### src/rtl/auth_engine.sv
// auth_engine: multi-user credential checker with retry limit and timed lockout.
// Digits arrive on PassSwitches and are entered by a debounced press of PassBtn.
// The ID is matched against ID_TABLE (lowest matching index wins), then the password
// is checked against PW_TABLE for that user. Too many bad passwords lock the block.
// Ports:
//   clk, rst        - system clock, asynchronous active-high reset
//   PassSwitches    - digit value to enter
//   PassBtn         - raw (asynchronous) enter button
//   mode            - 00 ID entry, 01 PW entry, 11 logout/clear, 10 no-op
//   timeout         - session/inactivity timeout level
//   LoggedIn        - authenticated session active
//   CheckPassword   - high for the cycle a password compare is made
//   MatchedID       - index of matched user
//   AuthFail        - one-cycle pulse on ID or password mismatch
//   Locked          - lockout active
//   TriesLeft       - remaining password attempts
//   letterLEDs_id   - thermometer of ID digits entered
//   letterLEDs_pw   - thermometer of PW digits entered
module auth_engine #(
    parameter int unsigned DIGIT_W   = 4,
    parameter int unsigned ID_LEN    = 6,
    parameter int unsigned PW_LEN    = 6,
    parameter int unsigned NUM_USERS = 4,
    parameter logic [NUM_USERS*ID_LEN*DIGIT_W-1:0] ID_TABLE =
        (NUM_USERS*ID_LEN*DIGIT_W)'(96'h666666_777777_888888_999999),
    parameter logic [NUM_USERS*PW_LEN*DIGIT_W-1:0] PW_TABLE =
        (NUM_USERS*PW_LEN*DIGIT_W)'(96'h444444_333333_222222_111111),
    parameter int unsigned DEB_CYC   = 2,
    parameter int unsigned MAX_TRIES = 3,
    parameter int unsigned LOCK_CYC  = 16,
    localparam int unsigned UID_W    = (NUM_USERS > 1) ? $clog2(NUM_USERS) : 1,
    localparam int unsigned TRY_W    = $clog2(MAX_TRIES + 1)
) (
    input  logic               clk,
    input  logic               rst,
    input  logic [DIGIT_W-1:0] PassSwitches,
    input  logic               PassBtn,
    input  logic [1:0]         mode,
    input  logic               timeout,
    output logic               LoggedIn,
    output logic               CheckPassword,
    output logic [UID_W-1:0]   MatchedID,
    output logic               AuthFail,
    output logic               Locked,
    output logic [TRY_W-1:0]   TriesLeft,
    output logic [ID_LEN-1:0]  letterLEDs_id,
    output logic [PW_LEN-1:0]  letterLEDs_pw
);
    localparam int unsigned ID_W   = ID_LEN * DIGIT_W;
    localparam int unsigned PW_W   = PW_LEN * DIGIT_W;
    localparam int unsigned IDC_W  = $clog2(ID_LEN + 1);
    localparam int unsigned PWC_W  = $clog2(PW_LEN + 1);
    localparam int unsigned DEB_W  = $clog2(DEB_CYC + 1);
    localparam int unsigned LOCK_W = $clog2(LOCK_CYC + 1);

    typedef enum logic [2:0] {S_ID, S_ID_CHK, S_PW, S_PW_CHK, S_LOGGED, S_LOCK} stateType;

    stateType          state;
    logic [ID_W-1:0]   idBuf;
    logic [PW_W-1:0]   pwBuf;
    logic [IDC_W-1:0]  idCnt;
    logic [PWC_W-1:0]  pwCnt;
    logic [LOCK_W-1:0] lockCnt;

    logic              btnMeta;
    logic              btnSync;
    logic [DEB_W-1:0]  debCnt;
    logic              acceptC;
    logic              clearReqC;
    logic              idTakeC;
    logic              pwTakeC;
    logic              idHitC;
    logic [UID_W-1:0]  idIdxC;
    logic [PW_W-1:0]   pwExpC;
    logic              pwHitC;

    // Button synchroniser and stability counter; counter saturates so one press gives one accept
    always_ff @(posedge clk or posedge rst) begin
        if (rst) begin
            btnMeta <= 1'b0;
            btnSync <= 1'b0;
            debCnt  <= '0;
        end else begin
            btnMeta <= PassBtn;
            btnSync <= btnMeta;
            if (!btnSync)
                debCnt <= '0;
            else if (debCnt != DEB_W'(DEB_CYC))
                debCnt <= debCnt + DEB_W'(1);
        end
    end

    assign acceptC   = btnSync && (debCnt == DEB_W'(DEB_CYC - 1));
    assign clearReqC = (mode == 2'b11) || timeout;
    assign idTakeC   = acceptC && (state == S_ID) && (mode == 2'b00);
    assign pwTakeC   = acceptC && (state == S_PW) && (mode == 2'b01);

    // Parallel table compare; scanning downward leaves the lowest matching index
    always_comb begin
        idHitC = 1'b0;
        idIdxC = '0;
        pwExpC = '0;
        for (int u = int'(NUM_USERS) - 1; u >= 0; u--) begin
            if (idBuf == ID_TABLE[u*ID_W +: ID_W]) begin
                idHitC = 1'b1;
                idIdxC = UID_W'(u);
            end
            if (MatchedID == UID_W'(u))
                pwExpC = PW_TABLE[u*PW_W +: PW_W];
        end
        pwHitC = (pwBuf == pwExpC);
    end

    // Main control FSM with registered outputs
    always_ff @(posedge clk or posedge rst) begin
        if (rst) begin
            state         <= S_ID;
            idBuf         <= '0;
            pwBuf         <= '0;
            idCnt         <= '0;
            pwCnt         <= '0;
            lockCnt       <= '0;
            LoggedIn      <= 1'b0;
            CheckPassword <= 1'b0;
            MatchedID     <= '0;
            AuthFail      <= 1'b0;
            Locked        <= 1'b0;
            TriesLeft     <= TRY_W'(MAX_TRIES);
            letterLEDs_id <= '0;
            letterLEDs_pw <= '0;
        end else begin
            CheckPassword <= 1'b0;
            AuthFail      <= 1'b0;
            if (state == S_LOCK) begin
                // Lockout ignores mode and timeout until it expires
                if (lockCnt == LOCK_W'(LOCK_CYC - 1)) begin
                    state     <= S_ID;
                    Locked    <= 1'b0;
                    TriesLeft <= TRY_W'(MAX_TRIES);
                    MatchedID <= '0;
                    lockCnt   <= '0;
                end else begin
                    lockCnt <= lockCnt + LOCK_W'(1);
                end
            end else if (clearReqC) begin
                // Logout/timeout wins over a same-cycle digit or check result
                state         <= S_ID;
                LoggedIn      <= 1'b0;
                MatchedID     <= '0;
                idBuf         <= '0;
                pwBuf         <= '0;
                idCnt         <= '0;
                pwCnt         <= '0;
                letterLEDs_id <= '0;
                letterLEDs_pw <= '0;
            end else begin
                case (state)
                    S_ID: if (idTakeC) begin
                        for (int i = 0; i < int'(ID_LEN); i++) begin
                            if (idCnt == IDC_W'(i)) begin
                                idBuf[i*DIGIT_W +: DIGIT_W] <= PassSwitches;
                                letterLEDs_id[i]            <= 1'b1;
                            end
                        end
                        idCnt <= idCnt + IDC_W'(1);
                        if (idCnt == IDC_W'(ID_LEN - 1))
                            state <= S_ID_CHK;
                    end
                    S_ID_CHK: if (idHitC) begin
                        MatchedID <= idIdxC;
                        state     <= S_PW;
                    end else begin
                        AuthFail      <= 1'b1;
                        idBuf         <= '0;
                        idCnt         <= '0;
                        letterLEDs_id <= '0;
                        state         <= S_ID;
                    end
                    S_PW: if (pwTakeC) begin
                        for (int i = 0; i < int'(PW_LEN); i++) begin
                            if (pwCnt == PWC_W'(i)) begin
                                pwBuf[i*DIGIT_W +: DIGIT_W] <= PassSwitches;
                                letterLEDs_pw[i]            <= 1'b1;
                            end
                        end
                        pwCnt <= pwCnt + PWC_W'(1);
                        if (pwCnt == PWC_W'(PW_LEN - 1)) begin
                            state         <= S_PW_CHK;
                            CheckPassword <= 1'b1;
                        end
                    end
                    S_PW_CHK: if (pwHitC) begin
                        state         <= S_LOGGED;
                        LoggedIn      <= 1'b1;
                        TriesLeft     <= TRY_W'(MAX_TRIES);
                        letterLEDs_id <= '1;
                        letterLEDs_pw <= '1;
                    end else begin
                        AuthFail      <= 1'b1;
                        pwBuf         <= '0;
                        pwCnt         <= '0;
                        letterLEDs_pw <= '0;
                        if (TriesLeft == TRY_W'(1)) begin
                            state         <= S_LOCK;
                            Locked        <= 1'b1;
                            TriesLeft     <= '0;
                            lockCnt       <= '0;
                            idBuf         <= '0;
                            idCnt         <= '0;
                            letterLEDs_id <= '0;
                        end else begin
                            TriesLeft <= TriesLeft - TRY_W'(1);
                            state     <= S_PW;
                        end
                    end
                    S_LOGGED: begin
                    end
                    default: state <= S_ID;
                endcase
            end
        end
    end
endmodule

### config.mk
export PLATFORM = sky130hd
export DESIGN_NAME = auth_engine
export DESIGN_NICKNAME = d
export VERILOG_FILES = /design/src/rtl/auth_engine.sv
export SDC_FILE = /design/constraint.sdc
export NUM_CORES = 1
export LEC_CHECK = 0
export BUFFER_PORTS_ARGS = -buffer_cell sky130_fd_sc_hd__buf_2
export CORE_ASPECT_RATIO = 0.7
export CORE_MARGIN = 1.5
export CORE_UTILIZATION = 55
export CTS_CLUSTER_SIZE = 14
export DETAILED_ROUTE_END_ITERATION = 10
export PLACE_DENSITY_LB_ADDON = 0.08
export SLEW_MARGIN = 20
export SYNTH_ARGS = -nofsm -noshare
export SYNTH_HDL_FRONTEND = slang
export SYNTH_SLANG_ARGS = --single-unit
### constraint.sdc
create_clock -name clk -period 6.6 [get_ports clk]
set_input_delay 0.33 -clock clk [delete_from_list [all_inputs] [get_ports clk]]
set_output_delay 0.33 -clock clk [all_outputs]
set_load 0.005 [all_outputs]
== After elaboration in Yosys (flattened, before gate mapping) ==
Index checks and enable logic that the tools add are counted.

* Word-level logic and storage cells: 265
* Flip-flop bits (word level): 86
* Input bits: 10

* Mux-type cells: 115
* Add/subtract/negate cells: 5
* Reduce and logical (&&, ||, !) cells: 51
* Eq/ne operators: 56
* Bitwise logic cells: 1

{| class="wikitable"
|+ Operators by type and width
! cell !! count
|-
| $mux W24 || 11
|-
| $pmux W24 S3 || 1
|-
| $mux W3 || 17
|-
| $eq A24 B23 Y1 const B || 2
|-
| $eq A24 B24 Y1 const B || 2
|-
| $mux W4 || 12
|-
| $mux W6 || 8
|-
| $pmux W24 S2 || 1
|-
| $reduce_and A6 Y1 || 8
|-
| $reduce_and A7 Y1 || 6
|-
| $mux W2 || 18
|-
| $ne A3 B2 Y1 const B || 12
|-
| $reduce_and A5 Y1 || 7
|-
| $mux W1 || 34
|-
| $reduce_and A4 Y1 || 8
|-
| $mux W5 || 6
|-
| $eq A24 B24 Y1 || 1
|-
| $mux W23 || 1
|-
| $eq A3 B2 Y1 const B || 6
|-
| $eq A3 B3 Y1 const B || 6
|-
| $ne A3 B3 Y1 const B || 6
|-
| $pmux W6 S3 || 1
|-
| $pmux W3 S5 || 1
|-
| $pmux W6 S2 || 1
|-
| 25 further kinds || 52
|}

== Logic depth before layout (Yosys ltp) ==
Gate-level depths: netlist of the first run.

* Depth after elaboration: 10
* Mapped depth: 10

== Least setup slack after synthesis of the first run ==
OpenSTA, ideal clock, no wires.

* Path kind: register to register
* From: reg pwBuf[19]
* To: reg pwBuf[12]
* Setup time: 0.125 ns
* Stages on the path, launching flop included: 8
* Arrival time: 2.322 ns
* Period minus slack after synthesis: 2.447 ns
* Setup slack: 4.153 ns
* Path buffers: 1
* Cell sequence: dfrtp_1 or4_4 a2111oi_4 o221ai_2 nor3_4 or2_2 buf_2 mux2_2

* Word-level cells in the longest chain between the ends: 3

{| class="wikitable"
|+ RTL lines
! item !! RTL line !! text
|-
| from (decl) || 60 || <nowiki>logic [PW_W-1:0] pwBuf;</nowiki>
|-
| from (signal, indexed assignment) || 182 || <nowiki>pwBuf[i*DIGIT_W +: DIGIT_W] <= PassSwitches;</nowiki>
|-
| $eq A24 B24 Y1 || 111 || <nowiki>pwHitC = (pwBuf == pwExpC);</nowiki>
|-
| $ne A3 B3 Y1 (no line) || -- ||
|-
| $reduce_and A5 Y1 (no line) || -- ||
|}

No other way between the ends.
A chain may end at the register's enable or synchronous reset.

== Worst setup path in the final report of the first run ==
* From: reg MatchedID[0]
* To: reg idBuf[6]

* Word-level cells in the longest chain between the ends: 8
* Elaborated cells on any way between the ends: 11
* Those cells by class: eq/ne: 5; mux: 4; reduce/logical: 2

{| class="wikitable"
|+ RTL lines
! item !! RTL line !! text
|-
| from (decl) || 42 || <nowiki>output logic [UID_W-1:0] MatchedID,</nowiki>
|-
| from (signal assigned) || 170 || <nowiki>MatchedID <= idIdxC;</nowiki>
|-
| $eq A2 B2 Y1 || 108 || <nowiki>if (MatchedID == UID_W'(u))</nowiki>
|-
| $mux W23 || 108 ||
|-
| $mux W24 (2 in series) || 108 ||
|-
| $mux W24 (*) || 108 ||
|-
| $eq A24 B24 Y1 (*) || 111 ||
|-
| $ne A3 B3 Y1 (no line) (*) || -- ||
|-
| $reduce_and A7 Y1 (no line) (*) || -- ||
|-
| to (signal, indexed assignment) || 161 || <nowiki>idBuf[i*DIGIT_W +: DIGIT_W] <= PassSwitches;</nowiki>
|-
| to (decl) || 59 || <nowiki>logic [ID_W-1:0] idBuf;</nowiki>
|}

Every way passes the cells marked *; elsewhere a longest branch is shown, timed or not.

==> metrics.txt, run 1 <==
# TYPE chip_impl_metric gauge
chip_impl_metric{name="port_buffers",unit=""} 29
chip_impl_metric{name="post_cts_resized",unit=""} 0
chip_impl_metric{name="first_pass_grt_wire_length",unit="um"} 15700
chip_impl_info{name="cts.root.buffer_cell",value="sky130_fd_sc_hd__clkbuf_16"} 1
chip_impl_metric{name="routed-via-count",unit=""} 3162
chip_impl_metric{name="yosys_register_bits",unit=""} 86
chip_impl_metric{name="final-instance-count-excl-fill",unit=""} 535
chip_impl_metric{name="final.min_clock_period",unit="ps"} 2790
chip_impl_metric{name="fp.dieW",unit="um"} 110
chip_impl_metric{name="die_outline_height",unit="um"} 78.1
chip_impl_metric{name="gp_congestion",unit=""} 0.875
chip_impl_info{name="synth_most_common_cell",value="sky130_fd_sc_hd__dfrtp_1"} 1
chip_impl_metric{name="synth.mux.area_fraction",unit="%"} 15.3
chip_impl_metric{name="report.final.hold_viol_count",unit=""} 0
chip_impl_metric{name="ios",unit=""} 30
chip_impl_metric{name="asyncSetResetFlopFracSynth",unit="%"} 100
chip_impl_metric{name="worst-path-max-fanout",unit=""} 8
chip_impl_metric{name="grt_antenna_before_repair",unit=""} 0
chip_impl_metric{name="cts-root-to-sink-buffers",unit=""} 2
chip_impl_metric{name="synthDistinctLibCells",unit=""} 62
chip_impl_info{name="largest_family_of_logic_cells_by_synthesized_area",value="simple AND/OR/NAND/NOR gates"} 1
chip_impl_info{name="worst_setup_path_startpoint",value="MatchedID[0]"} 1
chip_impl_metric{name="r2r_setup_slack",unit="ps"} 3810
chip_impl_metric{name="via_count_of_the_first_global_routing_pass",unit=""} 3088
chip_impl_metric{name="synth-warning-count",unit=""} 0
chip_impl_metric{name="timing.critical_path.required",unit="ps"} 6830
chip_impl_metric{name="grt.overflow.total",unit=""} 0
chip_impl_metric{name="critPathArrivalTime",unit="ps"} 3020
chip_impl_metric{name="grt_usage",unit="%"} 23.9
chip_impl_metric{name="route.detailed.vias_per_inst",unit=""} 5.91
chip_impl_metric{name="fin_worst_skew",unit="ps"} 8.81
chip_impl_metric{name="synth-seq-area-share",unit="%"} 48.6
chip_impl_metric{name="dpl-instance-area",unit="um2"} 4680
chip_impl_metric{name="synth_largest_type_area_fraction",unit="%"} 47.5
chip_impl_metric{name="worst_slew_margin_rel",unit="%"} 39.7
chip_impl_info{name="hold_path.class",value="in2reg"} 1
chip_impl_metric{name="setup_total_negative_slack",unit="ps"} 0
chip_impl_info{name="synth_area_leaders",value="sky130_fd_sc_hd__dfrtp_1, sky130_fd_sc_hd__mux2_2, sky130_fd_sc_hd__ha_1"} 1
chip_impl_metric{name="n_antenna_cell",unit=""} 0
chip_impl_metric{name="cap_viol_max_count",unit=""} 0
chip_impl_metric{name="clk_pin_slew_worst_paths",unit="ps"} 70
chip_impl_metric{name="cts_buffers",unit=""} 9
chip_impl_metric{name="cellLeakagePower",unit="nW"} 2.29
chip_impl_info{name="unrepaired_setup_endpoints_after_global_routing",value="false"} 1
chip_impl_info{name="synth_commonest_cells",value="sky130_fd_sc_hd__dfrtp_1, sky130_fd_sc_hd__mux2_2, sky130_fd_sc_hd__nor2_1, sky130_fd_sc_hd__nand2_1, sky130_fd_sc_hd__o21ai_0"} 1
chip_impl_metric{name="place.detailed.instances",unit=""} 519
chip_impl_info{name="r2r-start",value="MatchedID[0]"} 1
chip_impl_metric{name="hpwlAfterDp",unit="um"} 6680
chip_impl_metric{name="core_area",unit="um2"} 7840
chip_impl_info{name="min_from",value="PassBtn"} 1
chip_impl_metric{name="netlist_instances",unit=""} 397
chip_impl_metric{name="setup_viol",unit=""} 0
chip_impl_info{name="timing.rr.end",value="idBuf[6]"} 1
chip_impl_metric{name="postSynthNetCount",unit=""} 422
chip_impl_metric{name="max_slew.worst_pin.slew",unit="ps"} 898
chip_impl_metric{name="dieArea",unit="um2"} 8610
chip_impl_metric{name="drt-pass1-iter-count",unit=""} 6
chip_impl_metric{name="ant_nets",unit=""} 0
chip_impl_metric{name="numClockSinks",unit=""} 86
chip_impl_info{name="worst_setup_path_start_kind",value="flip-flop"} 1
chip_impl_info{name="tritoncts",value="built"} 1
chip_impl_metric{name="drcViolationCount",unit=""} 0
chip_impl_metric{name="p_per_area",unit="nW/um2"} 277
chip_impl_metric{name="holdBufCountCts",unit=""} 0
chip_impl_info{name="post-synth-top-area-cell",value="sky130_fd_sc_hd__dfrtp_1"} 1
chip_impl_info{name="critical_path.endpoint_type",value="flip-flop"} 1
chip_impl_metric{name="detail_route.wl_per_cell",unit="um"} 17.3
chip_impl_info{name="critPathKind",value="reg2reg"} 1
chip_impl_metric{name="post_synth.cell_area_avg",unit="um2"} 11.2
chip_impl_metric{name="drt_iter0_markers",unit=""} 223
chip_impl_metric{name="slew_violations",unit=""} 0
chip_impl_metric{name="cts_htree_levels",unit=""} 3
chip_impl_metric{name="clock_latency",unit="ps"} 350
chip_impl_info{name="synth-main-ff-cell",value="sky130_fd_sc_hd__dfrtp_1"} 1
chip_impl_metric{name="floorplan.initialDensity",unit="%"} 56.5
chip_impl_metric{name="area_growth",unit="%"} 12.1
chip_impl_metric{name="maximum_frequency_from_static_timing_analysis",unit="GHz"} 0.358
chip_impl_info{name="outcome",value="completed"} 1
chip_impl_metric{name="final_cell_area",unit="um2"} 4970
chip_impl_metric{name="wirelength",unit="um"} 9280
chip_impl_info{name="critical_path_sink",value="idBuf[6]"} 1
chip_impl_metric{name="nets",unit=""} 454
chip_impl_metric{name="power.ir.vdd_worst",unit="mV"} 0.199
chip_impl_metric{name="filler_instances",unit=""} 632
chip_impl_metric{name="synth-adder-area-share",unit="%"} 4.24
chip_impl_metric{name="finalCritPeriodShare",unit="%"} 42.3
chip_impl_metric{name="cts_setup_buffers",unit=""} 0
chip_impl_metric{name="number_of_synthesized_flops_with_an_enable_pin",unit=""} 0
chip_impl_metric{name="yosys.area_share.simple",unit="%"} 17.8
chip_impl_metric{name="synth_compound_gate_area_share",unit="%"} 11.7
chip_impl_metric{name="worst-r2r-cell-count",unit=""} 5
chip_impl_metric{name="grt_max_degree",unit=""} 87
chip_impl_metric{name="synthXorXnorAreaFrac",unit="%"} 0.395
chip_impl_metric{name="layout-drive-gt1-share",unit="%"} 27.0
chip_impl_metric{name="syn_area",unit="um2"} 4430
chip_impl_metric{name="num_rows",unit=""} 27
[through the flow]
stage	utilization (%)	total power, mW	hold slack [ps]	setup slack, ps
finish	63.4	1.38	83.3	3810
global placement	59.7	0.887	334	3870
detailed placement	59.7	0.896	337	3790
global route	63.4	1.44	80.6	3590
floorplan	-	0.825	331	4050
CTS	63.3	1.38	79.8	3780
[logic make-up after synthesis]
group                      Yosys count
AOI/OAI and AO/OA                   71
xor gates and xnor gates             2
adders and majority gates           15
buffers and inverters               23
DFF                                 86
muxes                               59
and+or+nand+nor                    141
[cells in the final DEF, fill, tap and decap left out, drive strengths merged, types with 5 or more instances in the layout]
cell	instances
clkbuf	10
inv	14
nand2	27
o21ai	17
ha	15
a21oi	12
nor2	30
buf	31
nand4b	5
nand3	10
and3	7
and2	11
mux2	57
nor3	14
a31oi	5
a211oi	6
dfrtp	84
nand4	6
clkinv	5
[routing by layer]
metal / global-route usage [%] / up-vias / part of all wire [%]
met4: 7.31 / 0 / 1.3
met3: 5.81 / 12 / 4.0
met1: 35.4 / 1556 / 52
li1: - / 1533 / -
met2: 34.6 / 61 / 43
met5: 0 / - / 0
[area by class of cell]
| cell class | count | area (um2) | area share [%] |
|---|---|---|---|
| multi-input cells | 288 | 2190 | 44.0 |
| flip-flops and latches | 86 | 2150 | 43.4 |
| clock buffers | 10 | 239 | 4.81 |
| repair buffers | 31 | 164 | 3.30 |
| well taps | 101 | 126 | 2.54 |
| inverters | 13 | 50.0 | 1.01 |
| clock inverters | 6 | 45.0 | 0.907 |
[critical path, cell delays in order (launching register included)]
cell and delay [ps]:
sky130_fd_sc_hd__dfrtp_1 440, sky130_fd_sc_hd__ha_1 370, sky130_fd_sc_hd__o2111ai_1 750, sky130_fd_sc_hd__o31ai_2 160, sky130_fd_sc_hd__nor3_1 560, sky130_fd_sc_hd__mux2_2 400
[where the power goes]
group | leakage (nW) | internal, mW | total [mW] | switching [mW]
Combinational | 1.02 | 0.117 | 0.244 | 0.127
Sequential | 1.12 | 0.591 | 0.644 | 0.0530
Clock | 0.143 | 0.268 | 0.487 | 0.219
Total | 2.29 | 0.976 | 1.38 | 0.399
[how the worst min path moves through the flow]
stage / cells after the start / to
finish: 1 / btnMeta
global route: 1 / btnMeta
CTS: 1 / btnMeta
detailed placement: 0 / btnSync
global placement: 0 / btnSync
floorplan: 0 / btnSync
[flip-flops by register name, summed over array words and instances, names as in the netlist]
signal and cells:
state 3, AuthFail 1, lockCnt 5, Locked 1, letterLEDs_pw 6, btnSync 1
LoggedIn 1, pwCnt 3, idCnt 3, TriesLeft 2, pwBuf 24, CheckPassword 1
MatchedID 2, letterLEDs_id 6, idBuf 24, btnMeta 1, debCnt 2
No activity file was read; power rests on OpenSTA's default activity.
==> run 2, diff against run 1 <==
clock period = 2.9 ns   (was 6.6 ns; I/O delays follow)
==> metrics.txt, run 2 (synthesis gave the netlist of run 1 again) <==
# TYPE chip_impl_metric gauge
chip_impl_metric{name="cts-root-to-sink-buffers",unit=""} 2
chip_impl_info{name="timing.critical_path.cells",value="or4_4 > a2111oi_4 > o221ai_2 > o21ai_0 > buf_4 > o211ai_1 > a211oi_1"} 1
chip_impl_metric{name="grt_antenna_before_repair",unit=""} 0
chip_impl_metric{name="layout-drive-gt1-share",unit="%"} 28.6
chip_impl_info{name="mostFrequentLayoutCell",value="sky130_fd_sc_hd__dfrtp_1"} 1
chip_impl_metric{name="setup_total_negative_slack",unit="ps"} 0
chip_impl_metric{name="ant_nets",unit=""} 0
chip_impl_metric{name="dieArea",unit="um2"} 8610
chip_impl_metric{name="ios",unit=""} 30
chip_impl_info{name="hold_path.class",value="in2reg"} 1
chip_impl_metric{name="post_placement_setup_slack",unit="ps"} 232
chip_impl_metric{name="critical_path.max_stage_delay",unit="ps"} 550
chip_impl_metric{name="numClockSinks",unit=""} 86
chip_impl_metric{name="report.final.hold_viol_count",unit=""} 0
chip_impl_metric{name="total_switching_power",unit="mW"} 0.878
chip_impl_metric{name="worst_slew_margin_rel",unit="%"} 43.5
chip_impl_metric{name="final.min_clock_period",unit="ps"} 2720
chip_impl_metric{name="detail_route.wl_per_cell",unit="um"} 17.9
chip_impl_metric{name="worst-path-buf-inv",unit=""} 1
chip_impl_metric{name="grt_max_degree",unit=""} 44
chip_impl_metric{name="max_slew.worst_pin.slew",unit="ps"} 842
chip_impl_metric{name="clk_pin_slew_worst_paths",unit="ps"} 60
chip_impl_metric{name="slew_violations",unit=""} 0
chip_impl_metric{name="cap_viol_max_count",unit=""} 0
chip_impl_metric{name="num_rows",unit=""} 27
chip_impl_info{name="reg.largest.list",value="idBuf (24), pwBuf (24)"} 1
chip_impl_metric{name="clock_latency",unit="ps"} 340
chip_impl_metric{name="grt.overflow.total",unit=""} 0
chip_impl_metric{name="cts_buffers",unit=""} 9
chip_impl_metric{name="drcViolationCount",unit=""} 0
chip_impl_info{name="critical_path.endpoint_type",value="flip-flop"} 1
chip_impl_info{name="worst_setup_path_start_kind",value="flip-flop"} 1
chip_impl_metric{name="worst_hold_slack",unit="ps"} 320
chip_impl_metric{name="setup_viol",unit=""} 0
chip_impl_info{name="layout.cells.most_common_list",value="sky130_fd_sc_hd__dfrtp_1, sky130_fd_sc_hd__mux2_2, sky130_fd_sc_hd__nor2_1"} 1
chip_impl_metric{name="cts_htree_levels",unit=""} 3
chip_impl_metric{name="timing.critical_path.required",unit="ps"} 3140
chip_impl_metric{name="wirelength",unit="um"} 9830
chip_impl_metric{name="nets",unit=""} 470
chip_impl_metric{name="gp_congestion",unit=""} 0.868
chip_impl_metric{name="final.setup.worst_slack",unit="ps"} 182
chip_impl_metric{name="floorplan.initialDensity",unit="%"} 56.5
chip_impl_metric{name="power_frac_clock",unit="%"} 35.2
chip_impl_metric{name="fin_worst_skew",unit="ps"} 4.28
chip_impl_metric{name="grt_usage",unit="%"} 25.6
chip_impl_metric{name="hpwlAfterDp",unit="um"} 7150
chip_impl_metric{name="route.detailed.vias_per_inst",unit=""} 5.94
chip_impl_metric{name="critPathArrivalTime",unit="ps"} 2950
chip_impl_metric{name="maximum_frequency_from_static_timing_analysis",unit="GHz"} 0.368
chip_impl_info{name="cts.root.buffer_cell",value="sky130_fd_sc_hd__clkbuf_16"} 1
chip_impl_metric{name="n_antenna_cell",unit=""} 0
chip_impl_info{name="critPathKind",value="reg2reg"} 1
chip_impl_metric{name="cell_internal_pwr",unit="mW"} 2.29
chip_impl_metric{name="drt_iter0_markers",unit=""} 182
chip_impl_metric{name="core_area",unit="um2"} 7840
chip_impl_metric{name="switching_share",unit="%"} 27.7
chip_impl_info{name="timing.critical_path.slowest_stage_cell",value="sky130_fd_sc_hd__or4_4"} 1
chip_impl_metric{name="power.ir.vdd_worst",unit="mV"} 0.468
chip_impl_metric{name="comb_power_share",unit="%"} 18.5
chip_impl_info{name="path_delay_family",value="compound AO/OA/AOI/OAI gates"} 1
chip_impl_metric{name="via_count_of_the_first_global_routing_pass",unit=""} 3262
chip_impl_metric{name="drt-pass1-iter-count",unit=""} 4
chip_impl_metric{name="worst-path-max-fanout",unit=""} 8
chip_impl_metric{name="fp.dieW",unit="um"} 110
chip_impl_metric{name="power.total",unit="mW"} 3.17
chip_impl_metric{name="area_growth",unit="%"} 15.0
chip_impl_metric{name="finalCritPeriodShare",unit="%"} 93.7
chip_impl_info{name="tritoncts",value="built"} 1
chip_impl_metric{name="pwr-share-seq",unit="%"} 46.4
chip_impl_metric{name="die_outline_height",unit="um"} 78.1
chip_impl_info{name="unrepaired_setup_endpoints_after_global_routing",value="false"} 1
chip_impl_metric{name="routed-via-count",unit=""} 3263
chip_impl_metric{name="port_buffers",unit=""} 29
chip_impl_metric{name="p_per_area",unit="nW/um2"} 622
chip_impl_info{name="outcome",value="completed"} 1
chip_impl_metric{name="cellLeakagePower",unit="nW"} 2.35
chip_impl_metric{name="first_pass_grt_wire_length",unit="um"} 16600
-- run 2: cell types whose count changed in the layout (fill, tap and decap cells not counted), moves of 2 or more --
cell,previous run,this run
sky130_fd_sc_hd__clkinvlp_4,0,2
sky130_fd_sc_hd__buf_4,1,15
sky130_fd_sc_hd__inv_6,2,0
sky130_fd_sc_hd__dlygate4sd3_1,0,2
sky130_fd_sc_hd__clkinv_4,2,0
-- run 2: power by group through the flow --
stage	registers, mW	logic, mW	clock network (mW)
after floorplan	1.45	0.424	0
after global placement	1.48	0.560	0
after detailed placement	1.49	0.581	0
after CTS	1.47	0.589	1.13
after global routing	1.49	0.654	1.19
final	1.47	0.585	1.11
-- run 2: final timing paths --
kind | from | slack (ps) | depth (start not counted) | to
setup / recovery | pwBuf[19] | 180 | 7 | letterLEDs_id[0]
hold / removal | PassSwitches[1] | 320 | 3 | pwBuf[1]
setup reg to reg | pwBuf[19] | 180 | 7 | letterLEDs_id[0]
hold reg to reg | btnMeta | 350 | 0 | btnSync
max in group asynchronous | rst | 1740 | 4 | TriesLeft[1]
min in group asynchronous | rst | 470 | 3 | pwBuf[22]
-- run 2: tightest hold or removal path: cells and delay by family --
kind | cells | cell delay, ps
and+or+nand+nor | 1 | 210
muxes | 1 | 180
buffers and inverters | 1 | 80
-- run 2: layout make-up --
cell class,instances,area [um2]
Multi-Input combinational cell,288,2190
Clock buffer,10,229
Inverter,13,50.0
Fill cell,624,2740
Timing Repair Buffer,47,298
Clock inverter,4,50.0
Tap cell,101,126
Sequential cell,86,2150
-- run 2: layer usage --
layer	vias to the layer above	GRT usage [%]	wire length, um
li1	1565	-	-
met1	1614	37.2	4940
met2	73	37.3	4350
met3	11	7.97	434
met4	0	6.15	100
met5	-	0	0
-- run 2: repair_timing --
item | 4_1_cts | 5_1_grt
hold buffers | 2 | 0
setup buffers | 0 | 0
resized for setup | 0 | 0
hold endpoints to repair | 42 | 0
-- run 2: per-stage QoR --
stage / cell area (um2) / utilization [%] / instances
2_1_floorplan: 4430 / - / 397
3_3_place_gp: 4800 / 61.2 / 533
3_5_place_dp: 4800 / 61.2 / 533
4_1_cts: 5090 / 65.0 / 549
5_1_grt: 5090 / 65.0 / 549
6_report: 5090 / 65.0 / 549
